--- src/rtl/cpu_control_unit_pkg.sv ---
// ============================================================================
//  Module   : cpu_ctrl_pkg
//  Purpose  : Shared opcodes, FSM state encodings, ALU controls and
//             instruction field positions for the 4-bit CPU control unit.
//  Revision : 1.0 - initial release
// ============================================================================
`default_nettype none

package cpu_ctrl_pkg;

    // Instruction field positions: [7:5] opcode, [4] reserved, [3:2] rd, [1:0] rs
    localparam int OPC_MSB = 7;
    localparam int OPC_LSB = 5;
    localparam int RSV_BIT = 4;
    localparam int RD_MSB  = 3;
    localparam int RD_LSB  = 2;
    localparam int RS_MSB  = 1;
    localparam int RS_LSB  = 0;

    localparam logic [2:0] OP_AND  = 3'b000;
    localparam logic [2:0] OP_OR   = 3'b001;
    localparam logic [2:0] OP_ADD  = 3'b010;
    localparam logic [2:0] OP_SUB  = 3'b011;
    localparam logic [2:0] OP_SLT  = 3'b100;
    localparam logic [2:0] OP_LW   = 3'b101;
    localparam logic [2:0] OP_SW   = 3'b110;
    localparam logic [2:0] OP_HALT = 3'b111;

    localparam logic [2:0] S_FETCH  = 3'd0;
    localparam logic [2:0] S_DECODE = 3'd1;
    localparam logic [2:0] S_EXEC   = 3'd2;
    localparam logic [2:0] S_MEM    = 3'd3;
    localparam logic [2:0] S_WB     = 3'd4;
    localparam logic [2:0] S_HALT   = 3'd5;

    typedef enum logic [2:0] {
        ST_FETCH  = S_FETCH,
        ST_DECODE = S_DECODE,
        ST_EXEC   = S_EXEC,
        ST_MEM    = S_MEM,
        ST_WB     = S_WB,
        ST_HALT   = S_HALT
    } state_t;

    localparam logic [1:0] ALU_AND = 2'd0;
    localparam logic [1:0] ALU_OR  = 2'd1;
    localparam logic [1:0] ALU_ADD = 2'd2;
    localparam logic [1:0] ALU_SLT = 2'd3;

endpackage

`default_nettype wire

--- src/rtl/cpu_control_unit_decode.sv ---
// ============================================================================
//  Module   : ctrl_decode
//  Purpose  : Combinational instruction decode: ALU controls and class flags.
//  Revision : 1.0 - initial release
// ============================================================================
`default_nettype none

module ctrl_decode
    import cpu_ctrl_pkg::*;
#(
    parameter int IW = 8
) (
    input  logic [IW-1:0] i_ir,
    output logic [1:0]    o_alu_op,
    output logic          o_alu_binv,
    output logic          o_alu_cin,
    output logic          o_is_alu,
    output logic          o_is_lw,
    output logic          o_is_sw,
    output logic          o_is_halt
);

    logic [2:0] w_opc;
    logic       w_unused_fields;

    assign w_opc           = i_ir[OPC_MSB:OPC_LSB];
    assign w_unused_fields = ^i_ir[RSV_BIT:0];

    always_comb begin
        o_alu_op   = ALU_AND;
        o_alu_binv = 1'b0;
        o_alu_cin  = 1'b0;
        o_is_alu   = 1'b0;
        o_is_lw    = 1'b0;
        o_is_sw    = 1'b0;
        o_is_halt  = 1'b0;
        case (w_opc)
            OP_AND: begin
                o_is_alu = 1'b1;
            end
            OP_OR: begin
                o_is_alu = 1'b1;
                o_alu_op = ALU_OR;
            end
            OP_ADD: begin
                o_is_alu = 1'b1;
                o_alu_op = ALU_ADD;
            end
            // Subtract and set-less-than both use the inverted-B, carry-in-1 adder path
            OP_SUB: begin
                o_is_alu   = 1'b1;
                o_alu_op   = ALU_ADD;
                o_alu_binv = 1'b1;
                o_alu_cin  = 1'b1;
            end
            OP_SLT: begin
                o_is_alu   = 1'b1;
                o_alu_op   = ALU_SLT;
                o_alu_binv = 1'b1;
                o_alu_cin  = 1'b1;
            end
            OP_LW:   o_is_lw   = 1'b1;
            OP_SW:   o_is_sw   = 1'b1;
            OP_HALT: o_is_halt = 1'b1;
            default: o_is_halt = 1'b0;
        endcase
    end

endmodule

`default_nettype wire

--- src/rtl/cpu_control_unit.sv ---
// ============================================================================
//  Module   : cpu_control_unit
//  Purpose  : Multi-cycle control FSM for the 4-bit CPU; latches, decodes and
//             sequences each instruction. Optional CPU_CTRL_SINGLE_STEP_EN
//             adds an i_step input that gates leaving FETCH.
//  Revision : 1.0 - initial release
// ============================================================================
`default_nettype none

module cpu_control_unit
    import cpu_ctrl_pkg::*;
#(
    parameter int IW = 8,
    parameter int RW = 2
) (
    input  logic          clk,
    input  logic          rst,
`ifdef CPU_CTRL_SINGLE_STEP_EN
    input  logic          i_step,
`endif
    input  logic [IW-1:0] i_instr,
    output logic          o_pc_en,
    output logic          o_rf_rw,
    output logic [RW-1:0] o_rf_read_reg1,
    output logic [RW-1:0] o_rf_read_reg2,
    output logic [RW-1:0] o_rf_write_reg,
    output logic          o_wb_sel,
    output logic [1:0]    o_alu_op,
    output logic          o_alu_binv,
    output logic          o_alu_cin,
    output logic          o_mem_rw,
    output logic          o_halted,
    output logic [2:0]    o_state_dbg
);

    state_t        r_state;
    state_t        w_next;
    logic [IW-1:0] r_ir;
    logic          w_step;
    logic          w_ir_load;

    logic [1:0]    w_dec_op;
    logic          w_dec_binv;
    logic          w_dec_cin;
    logic          w_is_alu;
    logic          w_is_lw;
    logic          w_is_sw;
    logic          w_is_halt;

`ifdef CPU_CTRL_SINGLE_STEP_EN
    assign w_step = i_step;
`else
    assign w_step = 1'b1;
`endif

    assign w_ir_load = (r_state == ST_FETCH) && w_step;

    ctrl_decode #(
        .IW (IW)
    ) u_decode (
        .i_ir       (r_ir),
        .o_alu_op   (w_dec_op),
        .o_alu_binv (w_dec_binv),
        .o_alu_cin  (w_dec_cin),
        .o_is_alu   (w_is_alu),
        .o_is_lw    (w_is_lw),
        .o_is_sw    (w_is_sw),
        .o_is_halt  (w_is_halt)
    );

    always_ff @(posedge clk) begin
        if (rst) begin
            r_state <= ST_FETCH;
            r_ir    <= '0;
        end else begin
            r_state <= w_next;
            if (w_ir_load) begin
                r_ir <= i_instr;
            end
        end
    end

    assign o_rf_read_reg1 = r_ir[RD_MSB:RD_LSB];
    assign o_rf_read_reg2 = r_ir[RS_MSB:RS_LSB];
    assign o_rf_write_reg = r_ir[RD_MSB:RD_LSB];
    assign o_state_dbg    = r_state;

    always_comb begin
        w_next     = r_state;
        o_pc_en    = 1'b0;
        o_rf_rw    = 1'b1;
        o_mem_rw   = 1'b1;
        o_wb_sel   = 1'b0;
        o_alu_op   = ALU_AND;
        o_alu_binv = 1'b0;
        o_alu_cin  = 1'b0;
        o_halted   = 1'b0;
        case (r_state)
            ST_FETCH: begin
                if (w_step) begin
                    w_next = ST_DECODE;
                end
            end
            ST_DECODE: begin
                w_next = w_is_halt ? ST_HALT : ST_EXEC;
            end
            ST_EXEC: begin
                o_alu_op   = w_dec_op;
                o_alu_binv = w_dec_binv;
                o_alu_cin  = w_dec_cin;
                if (w_is_alu) begin
                    w_next = ST_WB;
                end else if (w_is_lw || w_is_sw) begin
                    w_next = ST_MEM;
                end else begin
                    w_next = ST_FETCH;
                end
            end
            ST_MEM: begin
                if (w_is_sw) begin
                    o_mem_rw = 1'b0;
                    o_pc_en  = 1'b1;
                    w_next   = ST_FETCH;
                end else if (w_is_lw) begin
                    w_next = ST_WB;
                end else begin
                    w_next = ST_FETCH;
                end
            end
            // ALU controls stay asserted so the result is stable while written back
            ST_WB: begin
                o_alu_op   = w_dec_op;
                o_alu_binv = w_dec_binv;
                o_alu_cin  = w_dec_cin;
                o_rf_rw    = 1'b0;
                o_pc_en    = 1'b1;
                o_wb_sel   = w_is_lw;
                w_next     = ST_FETCH;
            end
            ST_HALT: begin
                o_halted = 1'b1;
            end
            default: begin
                w_next = ST_FETCH;
            end
        endcase
    end

endmodule

`default_nettype wire

--- config.mk ---
export PLATFORM = sky130hd
export DESIGN_NAME = cpu_control_unit
export DESIGN_NICKNAME = d
export VERILOG_FILES = /design/src/rtl/cpu_control_unit_pkg.sv /design/src/rtl/cpu_control_unit_decode.sv /design/src/rtl/cpu_control_unit.sv
export SDC_FILE = /design/constraint.sdc
export NUM_CORES = 1
export LEC_CHECK = 0
export ABC_AREA = 1
export ABC_CLOCK_PERIOD_IN_PS = 1300
export CAP_MARGIN = 20
export CORE_UTILIZATION = 38
export CTS_CLUSTER_SIZE = 30
export DETAILED_ROUTE_END_ITERATION = 16
export PLACE_DENSITY = 0.82
export REMOVE_ABC_BUFFERS = 1
export SETUP_SLACK_MARGIN = 0.05
export SYNTH_ARGS = -nofsm -noshare
export SYNTH_HDL_FRONTEND = slang
export SYNTH_SLANG_ARGS = --single-unit
--- constraint.sdc ---
create_clock -name clk -period 1.3 [get_ports clk]
set_input_delay 0.26 -clock clk [delete_from_list [all_inputs] [get_ports clk]]
set_output_delay 0.26 -clock clk [all_outputs]
set_load 0.1 [all_outputs]
==> impl_metrics.yaml, run 1 <==
synthesis:
  synth_area_um2: 557
  synthXorXnorAreaFrac_pct: 0
  synthCells: 86
  synth-simple-area-share_pct: 30.1
  synth.ff_latch_count: 10
  ys_seq_area_share_pct: 36.0
  synth_compound_gate_area_share_pct: 15.1
  avgSynthCellArea_um2: 6.47
  synth_top_family_by_area: "simple AND/OR/NAND/NOR gates"
  yosysWarnings: 0
  synth.area.mux_share_pct: 0
  synthAdderAreaFrac_pct: 0
  ys_types: 14
floorplanning:
  die_w_um: 40.3
  pin_count: 28
  die_y_um: 40.3
  core.rowCount: 13
  start_util_pct: 41.7
place:
  dp_hpwl_um: 1340
  gp_congestion: 0.754
  portBuffers: 26
outcome:
  error: "[ERROR DPL-0038] Utilization greater than 100%, impossible to legalize"
  status: "stopped before the end"
  haltStage: "5_1_grt"
timing:
  crit_endpoint: "o_alu_cin"
  worstEpCategory: "output port"
global_routing:
  grt_max_degree: 11
clocking:
  cts-root-buf: "clkbuf_4"
  clockBufferDepth: 2
  cts-buffers-inserted: 3
  htreeDepth: 1
  clock_sinks: 10
==> synth_stat cells (all sizes together) <==
cell    n  share of area, %
nand2  18                12
nand3   5               4.5
dfxtp  10                36
nor2   16                11
a21oi   5               5.2
inv    11               7.4
nand4   1               1.1
o21ai  11               9.9
and3    1               1.1
buf     8                11
==> cell families after synthesis <==
family          after synthesis
buf+inv                      19
flops                        10
compound gates               16
simple gates                 41
==> per-stage QoR <==
| step | util [%] | area, um2 | cells | worst slack (ns) | setup TNS [ns] |
|---|---|---|---|---|---|
| after CTS | 92.8 | 1240 | 147 | -0.373 | -2.40 |
| after detailed placement | 81.5 | 1090 | 137 | -0.193 | -0.576 |
| after global placement | 81.5 | 1090 | 137 | -0.111 | -0.261 |
| after floorplan | - | 493 | 78 | -2.79 | -26.21 |
==> timing repair <==
item                       in CTS
setup endpoints to repair      10
resized for setup              26
pin swaps                       6
cloned                          0
buffers inserted                6
hold buffers                    0
==> inputs of run 2 (changes only) <==
--- a/config.mk
+++ b/config.mk
@@ -8,12 +8,11 @@
 export ABC_AREA = 1
 export ABC_CLOCK_PERIOD_IN_PS = 1300
 export CAP_MARGIN = 20
-export CORE_UTILIZATION = 38
-export CTS_CLUSTER_SIZE = 30
+export CORE_AREA = 2 2 63 65
 export DETAILED_ROUTE_END_ITERATION = 16
-export PLACE_DENSITY = 0.82
+export DIE_AREA = 0 0 65 67
+export PLACE_DENSITY_LB_ADDON = 0.15
 export REMOVE_ABC_BUFFERS = 1
-export SETUP_SLACK_MARGIN = 0.05
 export SYNTH_ARGS = -nofsm -noshare
 export SYNTH_HDL_FRONTEND = slang
 export SYNTH_SLANG_ARGS = --single-unit
==> impl_metrics.yaml, run 2 <==
clocking:
  clk_pin_slew_ns: 0.05
  clock_latency_ns: 0.23
  ctsHoldBuffers: 0
  cts-root-buf: "clkbuf_8"
  cts-buffers-inserted: 3
  htreeDepth: 1
  clock_sinks: 10
  tritoncts: "done"
  clockBufferDepth: 2
timing:
  rsz0062_at_grt: "true"
  hold_slack_ns: 0.529
  fmax_mhz: 622
  final-setup-viol-count: 9
  finalHoldViolCount: 0
  skew_ns: 0.00471
  slew_viol_final: 0
  fin_crit_ns: 1.61
  setup_ws_ns: -0.308
  slew_headroom_pct: 81.7
  fin_crit_sh_pct: 124
  tightest_slew_ns: 0.274
routing:
  drt_wl_total_um: 1710
  num_vias: 697
  dr_wl_met3_um: 80
  detail-route-antenna-nets: 0
  first_pass_iters: 6
  m1WireLength_um: 579
  top_layer_used: "met4"
  vias_per_cell: 3.83
  avgRoutedWirePerCell_um: 9.38
  dr.first_iter.drc_count: 6
  dr_wl_met2_um: 1020
  drc: 0
final_layout:
  final_cell_mix: "buf_4, buf_12, nand2_1"
  area_delta_synth_final_pct: 144
  fill_cells: 377
  drive_gt1_share_pct: 56.7
  fin_area_um2: 1360
  largest_reg_flops: 7
  finalNetCount: 145
  top_register: "r_ir"
  antenna_cells: 0
  stdcell_count: 182
  layout.cells.most_common: "buf_4"
setup_path:
  cpPeakStageDelay_ns: 0.32
  critical_path.most_common_cell: "nand2_4"
  cp-start-kind: "register"
  crit_chain: "inv_2, nand2_4, nor2_4, inv_2, nand2_4, nand2_4, a21oi_4, buf_12"
  crit_required_ns: 1.04
  worstSetupPathType: "register to output pin"
  critPathMaxFanout: 2
  cp-end-kind: "output pin"
  slowest_stage: "dfxtp_2"
  cp_data_arrival_time_ns: 1.35
floorplanning:
  die_area_um2: 4360
  pin_count: 28
  core_region_area_um2: 3610
  core.rowCount: 22
  start_util_pct: 15.4
  die_y_um: 67
  die_w_um: 65
synthesis:
  yosys.area.top_type: "dfxtp_1"
  synth_area_um2: 557
  synth-edff-count: 0
  avgSynthCellArea_um2: 6.47
  synthTopCellsByArea: "dfxtp_1, nand2_1, nor2_1"
  yosysWarnings: 0
  async_flop_share_pct: 0
  synth_common_cells: "nand2_1, nor2_1, inv_1"
  synthCells: 86
  ys_types: 14
  synth_top_area_share_pct: 36.0
  ys_seq_area_share_pct: 36.0
  synth_most_common_cell: "nand2_1"
  yosys_most_used_dff: "dfxtp_1"
  synth.ff_latch_count: 10
global_routing:
  grt_max_degree: 9
  grt_antenna_before_repair: 0
  grt_overflow: 0
  grt_first_pass_wirelength_um: 3060
  grt_pass1_vias: 717
  grtUsageTotal_pct: 9.24
place:
  placed_cells_incl_taps: 171
  dp_hpwl_um: 1280
  detailedPlace.worstSlack_ns: -0.159
  portBuffers: 26
  gp_congestion: 0.741
  place_area_um2: 1140
power:
  power_leakage_nw: 0.614
  power_density_nw_per_um2: 2200
  vdd_drop_max_v: 0.000928
run:
  drv_cap: 0
worst_hold_path:
  min_path_type: "register to register"
outcome:
  violations: "setup timing"
  status: "complete, but fails checks"
==> run 2: cell counts after synthesis <==
Identical to the previous run, type by type.
==> run 2: layout make-up <==
class	count	area, um2	share of cell area [%]
Sequential cell	10	211	15.6
Tap cell	48	60.1	4.42
Clock buffer	4	55.1	4.05
Timing Repair Buffer	52	643	47.3
Multi-Input combinational cell	57	345	25.4
Inverter	11	43.8	3.22
==> run 2: critical path, delay by kind of cell (launching register included) <==
family | cells | cell delay (ns)
buffers and inverters | 3 | 0.32
and+or+nand+nor | 4 | 0.28
DFF | 1 | 0.32
AOI/OAI and AO/OA | 1 | 0.18
==> run 2: final timing paths <==
| path | cells after the start | startpoint | endpoint | slack [ns] |
|---|---|---|---|---|
| setup / recovery | 8 | o_state_dbg[2] | o_alu_cin | -0.31 |
| hold reg to reg | 2 | r_ir[1] | r_ir[1] | 0.53 |
| hold / removal | 2 | r_ir[1] | r_ir[1] | 0.53 |
| setup reg to reg | 10 | o_state_dbg[2] | o_state_dbg[0] | 0.09 |
==> run 2: stage by stage <==
stage / util [%] / TNS (ns) / power (W)
final: 37.7 / -1.89 / 0.00299
after global routing: 37.7 / -2.43 / 0.00317
after CTS: 35.5 / -1.99 / 0.00286
after detailed placement: 31.5 / -0.364 / 0.00233
after global placement: 31.5 / -0.370 / 0.00232
after floorplan: - / -26.21 / 0.00152
==> run 2: timing repair <==
action                     4_1_cts  5_1_grt
pin swaps                        6        8
setup buffers                    8        2
setup endpoints to repair        9       16
resized for setup               20       24
==> run 2: per-layer routing <==
metal	vias up	global-route usage (%)
li1	362	-
met1	317	9.51
met2	16	16.8
met3	2	1.86
met4	0	6.38
met5	-	0
==> run 2: logic make-up (layout without fill, tap and decap cells) <==
kind of cell    Yosys count  count (layout)  synth area share [%]
compound gates           16              16                  15.1
buf+inv                  19              67                  18.9
flops                    10              10                  36.0
simple gates             41              41                  30.1
==> run 2: power by group <==
part	switching (W)	leakage (nW)	total (W)	internal, W
clock	0.000116	0.0288	0.000381	0.000266
sequential	0.000115	0.0853	0.000531	0.000416
combinational	0.00125	0.500	0.00208	0.000824
(Power assumes the default switching activity.)
